File: src/rtl/seq_sm_multiplier.sv
// Sequential sign-magnitude multiplier: one multiplier bit per clock,
// start/busy/done handshake, optional early exit on an exhausted multiplier.
module seq_sm_multiplier #(
  parameter int WIDTH      = 4,
  parameter int EARLY_EXIT = 0
) (
  input  logic               clk,
  input  logic               reset,
  input  logic               start,
  input  logic [WIDTH:0]     a,
  input  logic [WIDTH:0]     b,
  output logic               busy,
  output logic               done,
  output logic               sign,
  output logic [2*WIDTH-1:0] out
);

  localparam int PW = 2 * WIDTH;
  localparam int CW = (WIDTH > 1) ? $clog2(WIDTH) : 1;

  typedef enum logic {IDLE, RUN} state_t;

  state_t          state_q, state_d;
  logic [PW-1:0]   mcand_q, mcand_d;
  logic [WIDTH-1:0] mplier_q, mplier_d;
  logic [PW-1:0]   acc_q, acc_d;
  logic [CW-1:0]   cnt_q, cnt_d;
  logic            sgn_q, sgn_d;
  logic [PW-1:0]   out_q, out_d;
  logic            sign_q, sign_d;
  logic            done_q, done_d;

  logic [PW-1:0]    acc_sum;
  logic [WIDTH-1:0] mplier_sh;
  logic             last;

  always_ff @(posedge clk or posedge reset) begin
    if (reset) begin
      state_q  <= IDLE;
      mcand_q  <= '0;
      mplier_q <= '0;
      acc_q    <= '0;
      cnt_q    <= '0;
      sgn_q    <= 1'b0;
      out_q    <= '0;
      sign_q   <= 1'b0;
      done_q   <= 1'b0;
    end else begin
      state_q  <= state_d;
      mcand_q  <= mcand_d;
      mplier_q <= mplier_d;
      acc_q    <= acc_d;
      cnt_q    <= cnt_d;
      sgn_q    <= sgn_d;
      out_q    <= out_d;
      sign_q   <= sign_d;
      done_q   <= done_d;
    end
  end

  assign acc_sum   = acc_q + (mplier_q[0] ? mcand_q : '0);
  assign mplier_sh = mplier_q >> 1;

  // Early exit only when every remaining multiplier bit is zero.
  always_comb begin
    last = (cnt_q == CW'(WIDTH - 1));
    if (EARLY_EXIT != 0 && mplier_sh == '0)
      last = 1'b1;
  end

  always_comb begin
    state_d  = state_q;
    mcand_d  = mcand_q;
    mplier_d = mplier_q;
    acc_d    = acc_q;
    cnt_d    = cnt_q;
    sgn_d    = sgn_q;
    out_d    = out_q;
    sign_d   = sign_q;
    done_d   = 1'b0;
    unique case (state_q)
      IDLE: begin
        if (start) begin
          mcand_d  = PW'(a[WIDTH-1:0]);
          mplier_d = b[WIDTH-1:0];
          sgn_d    = a[WIDTH] ^ b[WIDTH];
          acc_d    = '0;
          cnt_d    = '0;
          state_d  = RUN;
        end
      end
      RUN: begin
        acc_d    = acc_sum;
        mcand_d  = mcand_q << 1;
        mplier_d = mplier_sh;
        cnt_d    = cnt_q + 1'b1;
        if (last) begin
          out_d   = acc_sum;
          sign_d  = sgn_q & (|acc_sum);
          done_d  = 1'b1;
          state_d = IDLE;
        end
      end
      default: state_d = IDLE;
    endcase
  end

  always_comb begin
    busy = (state_q == RUN);
    done = done_q;
    sign = sign_q;
    out  = out_q;
  end

endmodule

File: config.mk
export PLATFORM = sky130hd
export DESIGN_NAME = seq_sm_multiplier
export DESIGN_NICKNAME = d
export VERILOG_FILES = /design/src/rtl/seq_sm_multiplier.sv
export SDC_FILE = /design/constraint.sdc
export NUM_CORES = 1
export LEC_CHECK = 0
export CORE_MARGIN = 10
export CORE_UTILIZATION = 53
export DETAILED_ROUTE_END_ITERATION = 16
export GPL_TIMING_DRIVEN = 1
export PLACE_DENSITY_LB_ADDON = 0.12
export REMOVE_ABC_BUFFERS = 1
export SYNTH_ARGS = -nofsm -noshare
export SYNTH_HDL_FRONTEND = slang
export SYNTH_SLANG_ARGS = --single-unit
File: constraint.sdc
create_clock -name clk -period 3.38 [get_ports clk]
set_clock_uncertainty 0.15 [all_clocks]
set_input_delay 0.676 -clock clk [delete_from_list [all_inputs] [get_ports clk]]
set_output_delay 0.676 -clock clk [all_outputs]
set_load 0.02 [all_outputs]
==> Word-level counts from Yosys, hierarchy flattened <==
Cells that the tools add are included.
{ "totals": {"reg_bits": 34, "in_bits": 13, "output_inout_bits": 11, "elab_cells": 33} }
{ "op_classes": {"n_addsub": 2, "eq_ne": 2, "n_mux": 14, "bitwise": 3, "reduce_logical": 3} }
{ "op_table": {"columns": ["operator", "count"], "rows": [
  ["$pmux 8 s2", 2],
  ["$mux 8", 3],
  ["$add 8x8->8", 1],
  ["$pmux 4 s2", 1],
  ["$reduce_or 8->1", 1],
  ["$mux 1", 4],
  ["$mux 4", 1],
  ["$pmux 2 s2", 1],
  ["$reduce_and 2->1", 2],
  ["$add 2x1->2 const B", 1],
  ["$eq 2x2->1 const B", 1],
  ["$mux 2", 1],
  ["$ne 2x2->1 const B", 1],
  ["$pmux 1 s2", 1],
  ["$and 1x1->1", 1],
  ["$not 1->1", 1],
  ["$xor 1x1->1", 1]
]} }

==> Depth between registers and ports, before layout <==
{ "logic_depth": {"word_depth": 4, "mapped_depth": 8, "depth_no_buf": 8} }

==> Worst setup path before layout <==
Ideal clock, no wire load.
{ "synth_path": {"kind": "reg-to-reg", "startpoint": "register mplier_q[0]", "endpoint": "register sign_q (netlist: sign)", "setup_time_ns": 0.143, "t_arrival_ns": 2.074, "required_ns": 3.087, "setup_slack_ns": 1.012, "stages_incl_launch_ff": 9, "n_path_buf": 0, "period_less_slack_ns": 2.368, "path_cell_list": "dfrtp_1 -> and2_1 -> ha_1 -> fa_1 -> xor2_1 -> nand2b_1 -> or3_1 -> nor3_1 -> a41oi_1"} }
{ "synth_between": {"elab_chain_cells": 4} }
{ "synth_lines": {"columns": ["element", "line", "source"], "rows": [
  ["from (decl)", "25", "logic [WIDTH-1:0] mplier_q, mplier_d;"],
  ["from (signal assigned)", "51", "mplier_q <= mplier_d;"],
  ["$mux 8", "61", "assign acc_sum = acc_q + (mplier_q[0] ? mcand_q : '0);"],
  ["$add 8x8->8", "61", null],
  ["$reduce_or 8->1", "99", "sign_d = sgn_q & (|acc_sum);"],
  ["$and 1x1->1", "99", null],
  ["to (signal assigned)", "56", "sign_q <= sign_d;"],
  ["to (decl)", "30", "logic sign_q, sign_d;"]
]} }
No other way between the ends.
A chain may end at the register's enable or synchronous reset.

==> Worst setup path in the final report <==
Same ends and word-level chain as after synthesis.

==> metrics.txt <==
# TYPE chip_impl_metric gauge
chip_impl_info{name="run_status",value="completed"} 1
chip_impl_metric{name="detailed_place.area",unit="um^2"} 1990
chip_impl_info{name="crit_path_end_kind",value="flop"} 1
chip_impl_metric{name="ctsLongestPathBuffers",unit=""} 2
chip_impl_metric{name="htree_levels",unit=""} 2
chip_impl_metric{name="layout.core_utilization",unit="%"} 66.5
chip_impl_metric{name="final_layout_size_suffix_gt1_share",unit="%"} 9.84
chip_impl_metric{name="synth.ff_latch_count",unit=""} 34
chip_impl_metric{name="asyncSetResetFlopFracSynth",unit="%"} 100
chip_impl_metric{name="power_density",unit="nW/um^2"} 783
chip_impl_metric{name="area_growth_syn_to_layout",unit="%"} 19.9
chip_impl_metric{name="die-area",unit="um^2"} 5890
chip_impl_metric{name="yosys_warnings",unit=""} 0
chip_impl_metric{name="netlist_instances",unit=""} 166
chip_impl_metric{name="swShare",unit="%"} 39.0
chip_impl_metric{name="worstHoldPathCells",unit=""} 2
chip_impl_metric{name="switchingPower",unit="uW"} 624
chip_impl_metric{name="power_frac_comb",unit="%"} 44.4
chip_impl_metric{name="slew_headroom",unit="%"} 45.6
chip_impl_metric{name="postLayoutSetupSlackWorst",unit="ns"} 0.852
chip_impl_metric{name="worst_skew_pair.late_latency",unit="ns"} 0.33
chip_impl_metric{name="whs",unit="ns"} 0.333
chip_impl_metric{name="buffer_ports.inserted",unit=""} 23
chip_impl_info{name="setup.worst_path.start_class",value="flop"} 1
chip_impl_metric{name="starting_density_of_the_core",unit="%"} 55.4
chip_impl_metric{name="totalPowerFinal",unit="mW"} 1.60
chip_impl_metric{name="post-route-period-util",unit="%"} 74.8
chip_impl_info{name="ys_dominant_reg_cell",value="sky130_fd_sc_hd__dfrtp_1"} 1
chip_impl_info{name="clock_tree_from_tritoncts",value="done"} 1
chip_impl_metric{name="critical_path.max_stage_delay",unit="ns"} 0.47
chip_impl_metric{name="irDropWorstVdd",unit="mV"} 0.611
chip_impl_metric{name="drtIter0Drc",unit=""} 79
chip_impl_metric{name="cp_data_required_time",unit="ns"} 3.42
chip_impl_metric{name="place_congestion",unit=""} 0.876
chip_impl_metric{name="maxSlewViolCount",unit=""} 0
chip_impl_metric{name="timing_worst_slew_pin_value",unit="ns"} 0.814
chip_impl_metric{name="chipWidth",unit="um"} 76.7
chip_impl_metric{name="routed_wirelength",unit="mm"} 3.44
chip_impl_metric{name="cts.clk_slew.worst_paths",unit="ns"} 0.10
chip_impl_metric{name="dp.cells",unit=""} 231
chip_impl_metric{name="antenna_found_initial",unit=""} 0
chip_impl_metric{name="hpwlAfterDp",unit="mm"} 2.59
chip_impl_info{name="grt_setup_unrepaired",value="false"} 1
chip_impl_metric{name="final_area",unit="um^2"} 2050
chip_impl_info{name="critical_path.cell_chain",value="and2_1 > ha_1 > fa_1 > xor2_1 > nand2b_1 > or3_1 > nor3_1 > a41oi_1"} 1
chip_impl_metric{name="hold_viol_final",unit=""} 0
chip_impl_metric{name="fp.coreArea",unit="um^2"} 3080
chip_impl_metric{name="power.clock.fraction",unit="%"} 13.6
chip_impl_metric{name="path_max_fanout",unit=""} 10
chip_impl_metric{name="ant_nets",unit=""} 0
chip_impl_metric{name="part_of_the_yosys_area_used_for_sequential_elements",unit="%"} 49.9
chip_impl_metric{name="diodes",unit=""} 0
chip_impl_metric{name="drv.max_cap_violation_count",unit=""} 0
chip_impl_info{name="cp_slowest_cell",value="sky130_fd_sc_hd__dfrtp_1"} 1
chip_impl_metric{name="rows",unit=""} 20
chip_impl_metric{name="power.internal",unit="uW"} 977
chip_impl_metric{name="number_of_global_route_vias_before_repair",unit=""} 1251
chip_impl_metric{name="ios",unit=""} 24
chip_impl_metric{name="vias",unit=""} 1248
chip_impl_metric{name="grt_overflow",unit=""} 0
chip_impl_metric{name="cts_hold_buf",unit=""} 0
chip_impl_metric{name="wire_per_inst",unit="um"} 14.5
chip_impl_metric{name="maxClockFrequency",unit="GHz"} 0.396
chip_impl_metric{name="cp.arrival",unit="ns"} 2.57
chip_impl_metric{name="die-height",unit="um"} 76.7
chip_impl_info{name="root_buffer",value="sky130_fd_sc_hd__clkbuf_4"} 1
chip_impl_metric{name="finalSetupViolations",unit=""} 0
chip_impl_metric{name="synth_area",unit="um^2"} 1710
chip_impl_metric{name="post-place-ws",unit="ns"} 0.863
chip_impl_metric{name="grt_util_all_layers",unit="%"} 11.9
chip_impl_metric{name="detail_route.vias_per_cell",unit=""} 5.27
chip_impl_metric{name="largest_net_degree_at_the_start_of_global_routing",unit=""} 35
chip_impl_metric{name="drcViolationCount",unit=""} 0
chip_impl_metric{name="grt_first_pass_wirelength",unit="mm"} 5.78
chip_impl_info{name="timing.hold.worst.class",value="flop to flop"} 1
chip_impl_metric{name="setup-tns-final",unit="ns"} 0
chip_impl_metric{name="setup_fix_bufs_post_cts",unit=""} 0
chip_impl_metric{name="cts.repair.resized",unit=""} 0
chip_impl_metric{name="seq_power_share",unit="%"} 42.0
chip_impl_metric{name="number_of_flops_mapped_to_enable_cells_by_yosys",unit=""} 0
chip_impl_metric{name="dr.pass1.iters",unit=""} 5
chip_impl_metric{name="fillerInstances",unit=""} 249
chip_impl_info{name="worst-setup-path-type",value="flop to flop"} 1
chip_impl_metric{name="period_minus_slack",unit="ns"} 2.53
chip_impl_metric{name="post_synth_cell_types",unit=""} 36
chip_impl_metric{name="design.final.nets",unit=""} 216
chip_impl_metric{name="cellLeakagePower",unit="nW"} 0.969
chip_impl_metric{name="r2r.worst_path.cells",unit=""} 8
chip_impl_metric{name="final-instance-count-excl-fill",unit=""} 237
chip_impl_metric{name="cts_inserted_buffers",unit=""} 5
chip_impl_metric{name="synth_area_per_cell",unit="um^2"} 10.3
chip_impl_metric{name="cts.sink_count",unit=""} 34
[state kept, by name, summed over array words and instances (netlist names), 2 cells and up]
register,flops
mplier_q,4
acc_q,8
out,8
mcand_q,8
cnt_q,2
[per-layer routing]
layer | GRT usage, % | up-vias | part of all wire, %
met3 | 4.78 | 5 | 6.8
met4 | 4.46 | 0 | 1.3
met5 | 0 | - | 0
li1 | - | 632 | -
met2 | 18.0 | 36 | 45
met1 | 14.6 | 575 | 47
[cell type report]
type / count / area (um^2) / area share [%]
Timing Repair Buffer: 27 / 260 / 12.7
Sequential cell: 34 / 851 / 41.6
Tap cell: 44 / 55.1 / 2.69
Multi-Input combinational cell: 122 / 813 / 39.8
Inverter: 4 / 15.0 / 0.734
Clock buffer: 6 / 51.3 / 2.51
[power by group through the flow]
stage	registers (mW)	clock network [mW]	logic [mW]
floorplan	0.751	0	0.376
global placement	0.675	0	0.690
detailed placement	0.682	0	0.719
CTS	0.675	0.223	0.718
global route	0.695	0.244	0.789
finish	0.672	0.217	0.712
[worst max-delay path, delay by kind of cell, from the launching register on]
family | cells | cell delay [ns]
adder cells (fa/ha/maj) | 2 | 0.62
AND/OR/NAND/NOR | 4 | 0.83
flip-flops | 1 | 0.47
AO/OA/AOI/OAI | 1 | 0.13
XOR/XNOR | 1 | 0.19
[cell usage after synthesis (2+ instances only)]
master	instances	area share [%]
sky130_fd_sc_hd__nor2_1	3	0.66
sky130_fd_sc_hd__and2_1	7	2.6
sky130_fd_sc_hd__ha_1	8	5.9
sky130_fd_sc_hd__mux2i_1	9	5.3
sky130_fd_sc_hd__clkbuf_1	4	0.88
sky130_fd_sc_hd__inv_1	2	0.44
sky130_fd_sc_hd__xor2_1	2	1.0
sky130_fd_sc_hd__nand2_1	32	7.0
sky130_fd_sc_hd__nor3_1	3	0.88
sky130_fd_sc_hd__dfrtp_1	34	50
sky130_fd_sc_hd__a21o_1	3	1.3
sky130_fd_sc_hd__o21a_1	2	0.88
sky130_fd_sc_hd__a21oi_1	5	1.5
sky130_fd_sc_hd__o21ai_0	21	6.2
sky130_fd_sc_hd__xnor2_1	4	2.1
sky130_fd_sc_hd__mux2_2	4	2.6
sky130_fd_sc_hd__o22ai_1	3	1.1
sky130_fd_sc_hd__a22o_1	2	1.0
[layout by cell type, fill, tap and decap left out, types with 2 or more instances in the layout]
| cell | instances |
|---|---|
| sky130_fd_sc_hd__a21o_1 | 3 |
| sky130_fd_sc_hd__a21oi_1 | 5 |
| sky130_fd_sc_hd__a22o_1 | 2 |
| sky130_fd_sc_hd__and2_1 | 7 |
| sky130_fd_sc_hd__buf_4 | 4 |
| sky130_fd_sc_hd__clkbuf_4 | 5 |
| sky130_fd_sc_hd__clkdlybuf4s50_1 | 23 |
| sky130_fd_sc_hd__dfrtp_1 | 34 |
| sky130_fd_sc_hd__ha_1 | 8 |
| sky130_fd_sc_hd__inv_1 | 2 |
| sky130_fd_sc_hd__mux2_2 | 4 |
| sky130_fd_sc_hd__mux2i_1 | 9 |
| sky130_fd_sc_hd__nand2_1 | 32 |
| sky130_fd_sc_hd__nor2_1 | 3 |
| sky130_fd_sc_hd__nor3_1 | 3 |
| sky130_fd_sc_hd__o21a_1 | 2 |
| sky130_fd_sc_hd__o21ai_0 | 21 |
| sky130_fd_sc_hd__o22ai_1 | 3 |
| sky130_fd_sc_hd__xnor2_1 | 4 |
| sky130_fd_sc_hd__xor2_1 | 2 |
[final timing paths]
kind	startpoint	endpoint	slack [ns]
worst max-delay path	mplier_q[0]	sign	0.85
worst min-delay path	out[5]	out[5]	0.33
worst max register to register	mplier_q[0]	sign	0.85
worst min register to register	out[5]	out[5]	0.33
max in group asynchronous	reset	acc_q[5]	2.19
min in group asynchronous	reset	mcand_q[3]	0.58
[cells by family after synthesis]
kind of cell / after synthesis / synth area share [%]
AND/OR/NAND/NOR: 51 / 13.9
multiplexers: 13 / 7.92
XOR/XNOR: 6 / 3.08
AO/OA/AOI/OAI: 43 / 15.7
flip-flops: 34 / 49.9
adder cells (fa/ha/maj): 9 / 7.04
buffers and inverters: 10 / 2.49
(Power assumes the default switching activity.)
